**src/rtl/uart_mon_pkg.sv**
```systemverilog
// Shared types and helpers for the UART line monitor.
package uart_mon_pkg;

    localparam int BYTE_W = 8;

    typedef enum logic [2:0] {
        IDLE,
        START,
        DATA,
        STOP,
        BREAK
    } uart_state_e;

    function automatic int unsigned calc_div(input int unsigned clkHz, input int unsigned baud);
        return clkHz / baud;
    endfunction

endpackage

```
**src/rtl/sync_fifo.sv**
```systemverilog
// Show-ahead synchronous FIFO; full/empty are derived from the occupancy counter.
module sync_fifo
    import uart_mon_pkg::*;
#(
    parameter int WIDTH = BYTE_W,
    parameter int DEPTH = 16
) (
    input  logic                         clk,
    input  logic                         rstn,
    input  logic                         push_i,
    input  logic [WIDTH-1:0]             data_i,
    input  logic                         pop_i,
    output logic [WIDTH-1:0]             data_o,
    output logic                         full_o,
    output logic                         empty_o,
    output logic [$clog2(DEPTH+1)-1:0]   count_o
);

    localparam int PTR_W = $clog2(DEPTH);
    localparam int CNT_W = $clog2(DEPTH + 1);

    logic [WIDTH-1:0] mem_q [DEPTH];
    logic [PTR_W-1:0] wrPtr_q, wrPtr_d;
    logic [PTR_W-1:0] rdPtr_q, rdPtr_d;
    logic [CNT_W-1:0] count_q, count_d;
    logic             doPush;
    logic             doPop;

    assign empty_o = (count_q == '0);
    assign full_o  = (count_q == CNT_W'(DEPTH));
    assign doPop   = pop_i && !empty_o;
    // A full FIFO still accepts a push when the head leaves in the same cycle.
    assign doPush  = push_i && (!full_o || doPop);
    assign count_o = count_q;
    assign data_o  = empty_o ? '0 : mem_q[rdPtr_q];

    always_comb begin
        wrPtr_d = wrPtr_q;
        rdPtr_d = rdPtr_q;
        count_d = count_q;
        if (doPush) begin
            wrPtr_d = wrPtr_q + 1'b1;
        end
        if (doPop) begin
            rdPtr_d = rdPtr_q + 1'b1;
        end
        if (doPush && !doPop) begin
            count_d = count_q + 1'b1;
        end else if (doPop && !doPush) begin
            count_d = count_q - 1'b1;
        end
    end

    always_ff @(posedge clk or negedge rstn) begin
        if (!rstn) begin
            wrPtr_q <= '0;
            rdPtr_q <= '0;
            count_q <= '0;
        end else begin
            wrPtr_q <= wrPtr_d;
            rdPtr_q <= rdPtr_d;
            count_q <= count_d;
        end
    end

    always_ff @(posedge clk) begin
        if (doPush) begin
            mem_q[wrPtr_q] <= data_i;
        end
    end

endmodule

```
**src/rtl/uart_tx_monitor.sv**
```systemverilog
// 8N1 UART receiver that buffers decoded bytes into a FIFO and flags framing
// errors and dropped bytes.
module uart_tx_monitor
    import uart_mon_pkg::*;
#(
    parameter int unsigned CLK_FREQ_HZ = 12_500_000,
    parameter int unsigned BAUD        = 115200,
    parameter int          FIFO_DEPTH  = 16
) (
    input  logic                              clk,
    input  logic                              rstn,
    input  logic                              i_rx,
    output logic [BYTE_W-1:0]                 o_data,
    output logic                              o_valid,
    input  logic                              i_ready,
    output logic                              o_frame_err,
    output logic                              o_overflow,
    input  logic                              i_clr,
    output logic [$clog2(FIFO_DEPTH+1)-1:0]   o_count
);

    localparam int unsigned DIV   = calc_div(CLK_FREQ_HZ, BAUD);
    localparam int          CNT_W = $clog2(DIV);
    localparam logic [CNT_W-1:0] CNT_HALF = CNT_W'(DIV / 2 - 1);
    localparam logic [CNT_W-1:0] CNT_LAST = CNT_W'(DIV - 1);

    uart_state_e       state_q, state_d;
    logic [CNT_W-1:0]  cnt_q, cnt_d;
    logic [2:0]        idx_q, idx_d;
    logic [BYTE_W-1:0] shift_q, shift_d;
    logic              rxMeta_q, rxSync_q;
    logic              frameErr_q, frameErr_d;
    logic              overflow_q, overflow_d;
    logic              push;
    logic              pop;
    logic              fifoFull;
    logic              fifoEmpty;

    always_ff @(posedge clk or negedge rstn) begin
        if (!rstn) begin
            state_q <= IDLE;
        end else begin
            state_q <= state_d;
        end
    end

    always_comb begin
        state_d    = state_q;
        cnt_d      = cnt_q + 1'b1;
        idx_d      = idx_q;
        shift_d    = shift_q;
        push       = 1'b0;
        frameErr_d = 1'b0;
        case (state_q)
            IDLE: begin
                cnt_d = '0;
                if (!rxSync_q) begin
                    state_d = START;
                end
            end
            START: begin
                // Re-check the start bit at its middle to reject line glitches.
                if (cnt_q == CNT_HALF) begin
                    cnt_d   = '0;
                    idx_d   = '0;
                    state_d = rxSync_q ? IDLE : DATA;
                end
            end
            DATA: begin
                if (cnt_q == CNT_LAST) begin
                    cnt_d          = '0;
                    shift_d[idx_q] = rxSync_q;
                    idx_d          = idx_q + 3'd1;
                    if (idx_q == 3'd7) begin
                        state_d = STOP;
                    end
                end
            end
            STOP: begin
                if (cnt_q == CNT_LAST) begin
                    cnt_d = '0;
                    if (rxSync_q) begin
                        push    = 1'b1;
                        state_d = IDLE;
                    end else begin
                        frameErr_d = 1'b1;
                        state_d    = BREAK;
                    end
                end
            end
            BREAK: begin
                cnt_d = '0;
                if (rxSync_q) begin
                    state_d = IDLE;
                end
            end
            default: begin
                cnt_d   = '0;
                state_d = IDLE;
            end
        endcase
    end

    assign pop = o_valid && i_ready;

    // Setting wins over clearing so a drop in the clear cycle is never lost.
    always_comb begin
        overflow_d = overflow_q;
        if (push && fifoFull && !pop) begin
            overflow_d = 1'b1;
        end else if (i_clr) begin
            overflow_d = 1'b0;
        end
    end

    always_ff @(posedge clk or negedge rstn) begin
        if (!rstn) begin
            rxMeta_q   <= 1'b1;
            rxSync_q   <= 1'b1;
            cnt_q      <= '0;
            idx_q      <= '0;
            shift_q    <= '0;
            frameErr_q <= 1'b0;
            overflow_q <= 1'b0;
        end else begin
            rxMeta_q   <= i_rx;
            rxSync_q   <= rxMeta_q;
            cnt_q      <= cnt_d;
            idx_q      <= idx_d;
            shift_q    <= shift_d;
            frameErr_q <= frameErr_d;
            overflow_q <= overflow_d;
        end
    end

    sync_fifo #(
        .WIDTH (BYTE_W),
        .DEPTH (FIFO_DEPTH)
    ) u_fifo (
        .clk     (clk),
        .rstn    (rstn),
        .push_i  (push),
        .data_i  (shift_q),
        .pop_i   (pop),
        .data_o  (o_data),
        .full_o  (fifoFull),
        .empty_o (fifoEmpty),
        .count_o (o_count)
    );

    assign o_valid     = !fifoEmpty;
    assign o_frame_err = frameErr_q;
    assign o_overflow  = overflow_q;

endmodule

```
**config.mk**
```make
export PLATFORM = sky130hd
export DESIGN_NAME = uart_tx_monitor
export DESIGN_NICKNAME = d
export VERILOG_FILES = /design/src/rtl/uart_mon_pkg.sv /design/src/rtl/sync_fifo.sv /design/src/rtl/uart_tx_monitor.sv
export SDC_FILE = /design/constraint.sdc
export NUM_CORES = 1
export LEC_CHECK = 0
export ABC_AREA = 1
export BUFFER_PORTS_ARGS = -buffer_cell sky130_fd_sc_hd__buf_2
export CAP_MARGIN = 20
export CORE_UTILIZATION = 62
export DETAILED_ROUTE_END_ITERATION = 8
export PLACE_DENSITY = 0.79
export SYNTH_ARGS = -nofsm -noshare
export SYNTH_HDL_FRONTEND = slang
export SYNTH_SLANG_ARGS = --single-unit
```
**constraint.sdc**
```tcl
create_clock -name clk -period 2.7 [get_ports clk]
set_input_delay 0.405 -clock clk [delete_from_list [all_inputs] [get_ports clk]]
set_output_delay 0.405 -clock clk [all_outputs]
set_load 0.01 [all_outputs]
```
**Word-level counts from Yosys, hierarchy flattened**

Memory sizes are Yosys's and may differ from the RTL's.
Cells that the tools add are included.
W data, S select, Z words.

- Flip-flop bits (word level): 38
- RAM bits: 128
- Input bits: 5
- Output and inout port bits: 16
- Logic and storage cells: 88
- Memories kept: 1

Memories:

| name | words | bits a word | read ports | clocked after Yosys merged registers in | wr ports | line | text |
|---|---|---|---|---|---|---|---|
| u_fifo.mem_q | 16 | 8 | 1 | 0 | 1 | sync_fifo.sv:22 | `logic [WIDTH-1:0] mem_q [DEPTH];` |

- Add/subtract/negate cells: 6
- Magnitude comparators: 2
- Equality and inequality tests: 14
- Muxes and demuxes: 31
- Reduce and logical (&&, ||, !) cells: 23

Operator list:

| cell | count |
|---|---|
| $mux W3 | 9 |
| $pmux W3 S5 | 1 |
| $mux W7 | 2 |
| $pmux W7 S2 | 1 |
| $ne A2 B2 Y1 const B | 6 |
| $mux W1 | 11 |
| $mux W5 | 2 |
| $add A4 B1 Y4 const B | 2 |
| $bwmux W8 | 1 |
| $logic_and A1 B1 Y1 | 8 |
| $mux W8 | 1 |
| $add A7 B1 Y7 const B | 1 |
| $eq A7 B6 Y1 const B | 1 |
| $eq A7 B7 Y1 const B | 1 |
| $eq A3 B2 Y1 const B | 2 |
| $eq A3 B3 Y1 const B | 2 |
| $pmux W3 S2 | 1 |
| $reduce_and A6 Y1 | 1 |
| $reduce_bool A2 Y1 | 3 |
| $add A5 B1 Y5 const B | 1 |
| $eq A5 B5 Y1 const B | 1 |
| $logic_not A1 Y1 | 5 |
| $logic_not A5 Y1 | 1 |
| $sub A5 B1 Y5 const B | 1 |
| other kinds (11) | 11 |

**Longest topological paths before layout**

Gate-level depths: netlist of run 1.

- Depth after elaboration: 10
- Depth in mapped cells: 17
- Depth with buffers taken out: 17

**By module**

Synthesis of run 1 repeated with hierarchy kept, for this count alone.

- Cells, all modules: 678
- Area, all modules: 7259.5 µm²

By module, submodules not included:

| module | times used | cells each | area each (µm²) | sequential area each (µm²) |
|---|---|---|---|---|
| sync_fifo | 1 | 530 | 6009.5 | 4169.0 |
| uart_tx_monitor | 1 | 148 | 1249.9 | 628.1 |

**Worst setup path after synthesis of run 1**

OpenSTA, ideal clock, no wires.

- Path type: reg2reg
- Start: register cnt_q[0]
- End: register u_fifo.count_q[4] (netlist: u_fifo.count_o[4])
- Setup time: 0.117 ns
- Arrival time: 2.259 ns
- Data required time: 2.583 ns
- Slack: 0.325 ns
- Cell stages (with the launch flop): 18
- Buffers on the path: 0
- Clock period less this slack: 2.375 ns
- Cell sequence: dfrtp_1 > ha_1 > nand2_1 > inv_1 > nand3_2 > clkinv_2 > nand2_4 > nor2_8 > ha_1 > inv_1 > ha_1 > inv_1 > o21ai_0 > a21oi_1 > nand2_1 > nand2_1 > nand2_1 > nand2_1

- Cells in the longest elaborated chain, start to end: 7
- Elaborated cells between the ends (all ways): 9
- Classes of those cells: eq/ne (1); mux (3); reduce/logical (5)

Ends and longest elaborated chain:

| element | line | text |
|---|---|---|
| from (decl) | uart_tx_monitor.sv:28 | `logic [CNT_W-1:0] cnt_q, cnt_d;` |
| from (signal assigned) | uart_tx_monitor.sv:128 | `cnt_q <= cnt_d;` |
| $eq A7 B7 Y1 (*) | uart_tx_monitor.sv:80 | `if (cnt_q == CNT_LAST) begin` |
| $mux W1 (*) | uart_tx_monitor.sv:80 |  |
| $mux W1 (*) | uart_tx_monitor.sv:54 | `case (state_q)` |
| $logic_and A1 B1 Y1 (*) | sync_fifo.sv:33 | `assign doPush = push_i && (!full_o \|\| doPop);` |
| via u_fifo.doPush | sync_fifo.sv:26 | `logic doPush;` |
| $logic_not A1 Y1 | sync_fifo.sv:49 | `end else if (doPop && !doPush) begin` |
| $logic_and A1 B1 Y1 | sync_fifo.sv:49 |  |
| $reduce_bool A2 Y1 (no line) | -- |  |
| to (signal assigned) | sync_fifo.sv:62 | `count_q <= count_d;` |
| to (decl) | sync_fifo.sv:25 | `logic [CNT_W-1:0] count_q, count_d;` |

Mark *: on every way through the listed nets, which the timed path passes. The rest lies on a longest branch.
A chain may end at the register's enable or synchronous reset.

**Worst setup path after layout of run 1**

- Start: register u_fifo.rdPtr_q[0]
- End: output o_data[2]

- Cells in the longest elaborated chain, start to end: 2

Ends and longest elaborated chain:

| element | line | text |
|---|---|---|
| from (decl) | sync_fifo.sv:24 | `logic [PTR_W-1:0] rdPtr_q, rdPtr_d;` |
| from (signal assigned) | sync_fifo.sv:61 | `rdPtr_q <= rdPtr_d;` |
| $mem_v2 Z16 W8 | -- |  |
| $mux W8 | sync_fifo.sv:35 | `assign data_o = empty_o ? '0 : mem_q[rdPtr_q];` |
| to (decl) | uart_tx_monitor.sv:13 | `output logic [BYTE_W-1:0] o_data,` |

Every way passes these cells.

==> results.toml, run 1 <==
[synth]
ys_dominant_reg_cell = "edfxtp_1"
synth-compound-area-share_pct = 3.00
synth.most_common_cell = "nand2_1"
synthMuxAreaShare_pct = 0
synth_warnings = 0
synthCells = 684
synth_fp_nets = 704
syn_area_per_cell_sq_um = 10.7
synth_top_area_share_pct = 52.6
yosys.area.top_type = "edfxtp_1"
syn_area_sq_um = 7300
yosys_register_bits = 166
synth_simple_gate_area_share_pct = 23.2
yosysSeqAreaShare_pct = 65.7
synth.area.top_cells = "edfxtp_1 53%, dfrtp_1 12%, nand2_1 11%"
synth_edf_count = 128
synth_top_family_by_area = "simple AND/OR/NAND/NOR gates"
synthAdderAreaFrac_pct = 2.67
async_reset_ff_share_pct = 22.9
ys_types = 35
yosys-top-cells-count = "220 x nand2_1, 128 x edfxtp_1, 107 x nand3_1"
synth_xor_xnor_area_share_pct = 1.44

[cells_and_area]
regArea_sq_um = 4800
fill_cells = 757
area_growth_pct = 13.2
final_nets = 740
drive_gt1_share_pct = 13.2
antenna_cells = 0
fin_area_sq_um = 8270
multi_input_area_sq_um = 2220

[drt]
via_count = 5127
drcViolationCount = 0
wl_met3_microns = 994
drtAntennaViolNets = 0
first_pass_iters = 5
routed_wl_microns = 15700
wl_met1_microns = 6240
drt_iter0_markers = 442
avgRoutedWirePerCell_microns = 17.9
viasPerCell = 5.85
top_layer = "met4"
wl_met2_microns = 7940

[global_route]
grt_pass1_vias = 5184
grt-ovfl-total = 0
track_usage_pct = 27.2
grt_first_pass_wirelength_microns = 25400
grt_max_degree = 49
antenna_found_initial = 0

[status]
status = "finished, final reports clean"

[sta]
fin_crit_sh_pct = 93.8
skew_ps = 8.71
rsz0062_at_grt = "false"
fmax_mhz = 395
relSlewSlack_pct = 44.0
finalSetupViolCount = 0
fin_tns_setup_ps = 0
min_period_ps = 2530
slew_viol_final = 0
hold_viol_final = 0
worstMarginPinSlew_ps = 840
hold_ws_ps = 79.5

[placed_design]
placed_area_sq_um = 7630
portBuffers = 20
hpwlAfterDp_microns = 9890
gp_congestion = 0.912

[setup_path]
crit_start = "u_fifo.rdPtr_q[0]"
critPathTopFamily = "buffers and inverters"
cp_common_cell = "nand2_1"
cp_data_required_time_ps = 2300
worst-endpoint-arrival_ps = 2130
crit_chain = "inv_1 > buf_6 > nand2_1 > nand3_1 > nand3_1 > nand2_1 > nand2_1 > a21oi_1 > buf_2"
cp-endpoint = "o_data[2]"
reg2reg_from = "cnt_q[0]"
cpPeakStageDelay_ps = 410
critical_path_depth = 9
worst_setup_path_start_kind = "register"
worstSetupPathType = "reg2out"
ff2ff_path_depth = 17
cp_num_buf_inv = 3
critPathMaxFanout = 48
r2r_slack_ps = 250
r2r_end = "u_fifo.count_o[4]"
cp_slowest_cell = "dfrtp_2"
cp-end-kind = "output pin"

[clocking]
cts_max_path_buffers = 2
htree_num_levels = 4
insertion_delay_ps = 420
cts-root-buf = "clkbuf_16"
cts.sinks = 166
path_clk_slew_ps = 60
cts_tree = "yes"
cts_buffers = 17

[power_and_ir_drop]
p_per_area_nw_per_um2 = 890
ir_drop_mv = 0.757
total_power_mw = 7.36
p_leak_nw = 3.64

[die]
die_w_microns = 111
die_h_microns = 111
fp-row-count = 39
initial_core_util_pct = 63.7
coreArea_sq_um = 11500
io_pins = 21
die-area_sq_um = 12200

[hold_path]
hp-class = "in2reg"

[flow_run]
cap_violations = 0
worst reg2reg max path, delay by kind of cell, from the launching register on:
kind	cells	cell delay [ps]
buffers and inverters	4	360
DFF	1	410
and+or+nand+nor	8	550
adders and majority gates	3	770
AOI/OAI and AO/OA	2	240
cell usage in the layout (no fill, tap or decap), types with 2 or more instances in the layout:
cell / n
o21ai_0: 11
a21oi_1: 12
inv_1: 31
clkbuf_1: 4
nand2_1: 220
nand4_1: 4
ha_1: 14
xor2_1: 8
nor2_2: 3
dfstp_2: 2
edfxtp_1: 128
buf_2: 20
dfrtp_1: 35
nand3_1: 107
o31ai_1: 8
clkinv_2: 5
o21ai_1: 3
nor2_1: 40
xnor2_1: 4
inv_2: 5
buf_4: 24
nand2_4: 7
clkinv_1: 2
bufinv_16: 5
clkbuf_16: 17
power breakdown:
group | leakage, nW | switching (mW) | total [mW] | internal (mW)
clock network | 0.308 | 0.913 | 2.57 | 1.66
logic | 1.36 | 1.30 | 1.91 | 0.608
registers | 1.97 | 0.0876 | 2.88 | 2.80
routing by layer:
metal | vias to the layer above | GRT usage [%]
li1 | 2391 | -
met1 | 2441 | 32.9
met5 | - | 0
met3 | 51 | 5.65
met4 | 0 | 13.5
met2 | 244 | 46.5
worst min path at each step:
| stage | start | to | slack [ps] | cells past startpoint |
|---|---|---|---|---|
| detailed placement | rxMeta_q | rxSync_q | 350 | 0 |
| global route | i_rx | rxMeta_q | 70 | 1 |
| floorplan | rstn | cnt_q[0] | 110 | 0 |
| finish | i_rx | rxMeta_q | 80 | 1 |
| global placement | rxMeta_q | rxSync_q | 350 | 0 |
| CTS | i_rx | rxMeta_q | 70 | 1 |
layout make-up:
type                    count  area share (%)
clock buffers              22            5.50
clock inverters            10            2.15
inverters                  39            1.79
multi-input cells         451            26.8
flip-flops and latches    166            58.1
well taps                 143            2.16
repair buffers             45            3.53
cell families (layout without fill, tap and decap cells):
| group | Yosys count | count (layout) |
|---|---|---|
| buffers and inverters | 67 | 116 |
| xor gates and xnor gates | 12 | 12 |
| and+or+nand+nor | 386 | 386 |
| adders and majority gates | 15 | 15 |
| DFF | 166 | 166 |
| AOI/OAI and AO/OA | 38 | 38 |
per-stage QoR:
| stage | instances | utilization [%] | worst slack (ps) |
|---|---|---|---|
| finish | 876 | 72.1 | 169 |
| global route | 876 | 72.1 | 41.2 |
| CTS | 876 | 72.0 | 76.7 |
| detailed placement | 844 | 66.5 | 229 |
| global placement | 844 | 66.5 | 330 |
| floorplan | 684 | - | 325 |
state kept, by name (all words and copies together) (netlist names), 3 cells and up:
name,count
u_fifo.mem_q,128
shift_q,8
cnt_q,7
u_fifo.count_o,5
u_fifo.rdPtr_q,4
u_fifo.wrPtr_q,4
idx_q,3
state_q,3
repair_timing:
item                                    4_1_cts  5_1_grt
resized for setup                             0        2
buffers inserted                              0        0
endpoints found under the setup margin        0        6
hold endpoints to repair                      0        0
hold buffers                                  0        0
(Power assumes the default switching activity.)
==> run 2, diff against run 1 <==
--- a/config.mk
+++ b/config.mk
@@ -6,10 +6,10 @@
 export NUM_CORES = 1
 export LEC_CHECK = 0
 export ABC_AREA = 1
-export BUFFER_PORTS_ARGS = -buffer_cell sky130_fd_sc_hd__buf_2
 export CAP_MARGIN = 20
-export CORE_UTILIZATION = 62
+export CORE_UTILIZATION = 63
 export DETAILED_ROUTE_END_ITERATION = 8
+export DONT_BUFFER_PORTS = 1
 export PLACE_DENSITY = 0.79
 export SYNTH_ARGS = -nofsm -noshare
 export SYNTH_HDL_FRONTEND = slang
==> results.toml, run 2 (synthesis gave the netlist of run 1 again) <==
[status]
status = "finished, final reports clean"

[cells_and_area]
drive_gt1_share_pct = 10.5
reg.largest.list = "u_fifo.mem_q (128), shift_q (8), cnt_q (7)"
layout_commonest_cell = "nand2_1"
fin_cells = 857
final_nets = 724
fin_area_sq_um = 8140
largest_reg_flops = 128
fin_util_pct = 73.5
antenna_cells = 0
regMostFlops = "u_fifo.mem_q"
fill_cells = 738
area_growth_pct = 11.4
final_cell_mix = "220 x nand2_1, 128 x edfxtp_1, 107 x nand3_1, 40 x nor2_1, 35 x dfrtp_1"

[power_and_ir_drop]
p_sw_mw = 2.22
combPwrFrac_pct = 25.8
p_per_area_nw_per_um2 = 853
p_int_mw = 4.73
power.share.sequential_pct = 41.9
p_leak_nw = 3.53
swShare_pct = 31.9
ir_drop_mv = 0.794
power.share.clock_pct = 32.3

[clocking]
htree_num_levels = 4
post_cts_buffers = 0
insertion_delay_ps = 420
cts_buffers = 17
cts-root-buf = "clkbuf_16"
path_clk_slew_ps = 60
cts_tree = "yes"
cts_max_path_buffers = 2
cts.sinks = 166

[setup_path]
worstSetupPathType = "reg2reg"
critPathMaxFanout = 5
worst-endpoint-arrival_ps = 2860
cp-end-kind = "register"
worst_setup_path_start_kind = "register"
cp_data_required_time_ps = 3010

[die]
fp-row-count = 38
die_w_microns = 110
io_pins = 21
die_h_microns = 110
die-area_sq_um = 12000
coreArea_sq_um = 11100
initial_core_util_pct = 65.9

[global_route]
use_met1_pct = 32.2
grt_max_degree = 67
met3_usage_pct = 7.29
grt_use_met2_pct = 47.3
top_usage_layer = "met2"
track_usage_pct = 27.6
antenna_found_initial = 0
grt-ovfl-total = 0
grt_first_pass_wirelength_microns = 23800
grt_pass1_vias = 4954

[sta]
rsz0062_at_grt = "true"
fin_crit_sh_pct = 94.5
finalSetupViolCount = 0
relSlewSlack_pct = 50.7
skew_ps = 11.0
slew_viol_final = 0
min_period_ps = 2550
fmax_mhz = 392
worstMarginPinSlew_ps = 739
hold_viol_final = 0

[drt]
drt_iter0_markers = 435
first_pass_iters = 5
drtAntennaViolNets = 0
avgRoutedWirePerCell_microns = 17.6
via_count = 4965
viasPerCell = 5.79
drcViolationCount = 0
routed_wl_microns = 15100

[hold_path]
hp-class = "in2reg"

[flow_run]
cap_violations = 0

[placed_design]
dp_cells = 822
hpwlAfterDp_microns = 9880
gp_congestion = 0.825
portBuffers = 0
placed_area_sq_um = 7550
-- run 2: cell types whose count changed in the layout (fill, tap and decap cells not counted), sizes merged --
cell         before  now
clkinvlp          1    0
inv              36   35
clkbuf           22   25
buf              45   27
bufinv            5    2
dlygate4sd3       0    2
clkinv            7    9
-- run 2: path summary, 6_finish.rpt --
path / end / startpoint / cells after the start / slack, ps
max: u_fifo.count_o[4] / cnt_q[0] / 17 / 150
min: o_overflow / i_clr / 1 / 100
max reg2reg: u_fifo.count_o[4] / cnt_q[0] / 17 / 150
min reg2reg: rxSync_q / rxMeta_q / 0 / 370
max in group asynchronous: rxSync_q / rstn / 2 / 2000
min in group asynchronous: idx_q[2] / rstn / 2 / 440
-- run 2: power groups by stage --
stage	combinational (mW)	sequential [mW]	clock, mW
3_3_place_gp	1.68	2.95	0
3_5_place_dp	1.74	2.96	0
5_1_grt	1.97	2.92	2.39
4_1_cts	1.77	2.90	2.27
2_1_floorplan	1.33	2.92	0
6_report	1.79	2.91	2.24
-- run 2: timing repair --
item | 4_1_cts | 5_1_grt
endpoints found under the setup margin | 0 | 5
hold buffers | 3 | 0
gates resized for setup | 0 | 3
endpoints found under the hold margin | 39 | 0
-- run 2: routing by layer --
| layer | share of wire, % | routed length [microns] | vias to the layer above |
|---|---|---|---|
| li1 | - | - | 2362 |
| met1 | 40 | 5980 | 2365 |
| met2 | 51 | 7620 | 201 |
| met3 | 6.5 | 982 | 37 |
| met4 | 3.3 | 491 | 0 |
| met5 | 0 | 0 | - |
-- run 2: critical path, cell delays in order, from the launching register on --
cell and delay [ps]:
dfrtp_1 410, ha_2 230, nand2_1 60, inv_1 80, nand3_2 110, clkinv_2 120
nand2_4 80, nor2_8 100, ha_1 230, inv_1 120, ha_1 320, inv_1 40
o21ai_1 180, a21oi_1 110, nand2_1 100, nand2_1 60, nand2_1 50, nand2_1 40
-- run 2: layout make-up --
class | instances | area [sq um] | area share (%)
clock buffer | 25 | 465 | 5.72
clock inverter | 7 | 82.6 | 1.01
inverter | 39 | 148 | 1.81
multi-input combinational | 451 | 2220 | 27.3
sequential | 166 | 4800 | 58.9
tap | 140 | 175 | 2.15
timing repair buffer | 29 | 251 | 3.09
-- run 2: metrics by stage --
stage / setup WS [ps] / setup TNS [ps] / power, mW / hold WS (ps)
2_1_floorplan: 325 / 0 / 4.25 / 109
3_3_place_gp: 331 / 0 / 4.63 / 111
3_5_place_dp: 120 / 0 / 4.70 / 110
4_1_cts: 83.0 / 0 / 6.95 / 88.4
5_1_grt: -26.9 / -26.9 / 7.28 / 81.3
6_report: 148 / 0 / 6.94 / 102
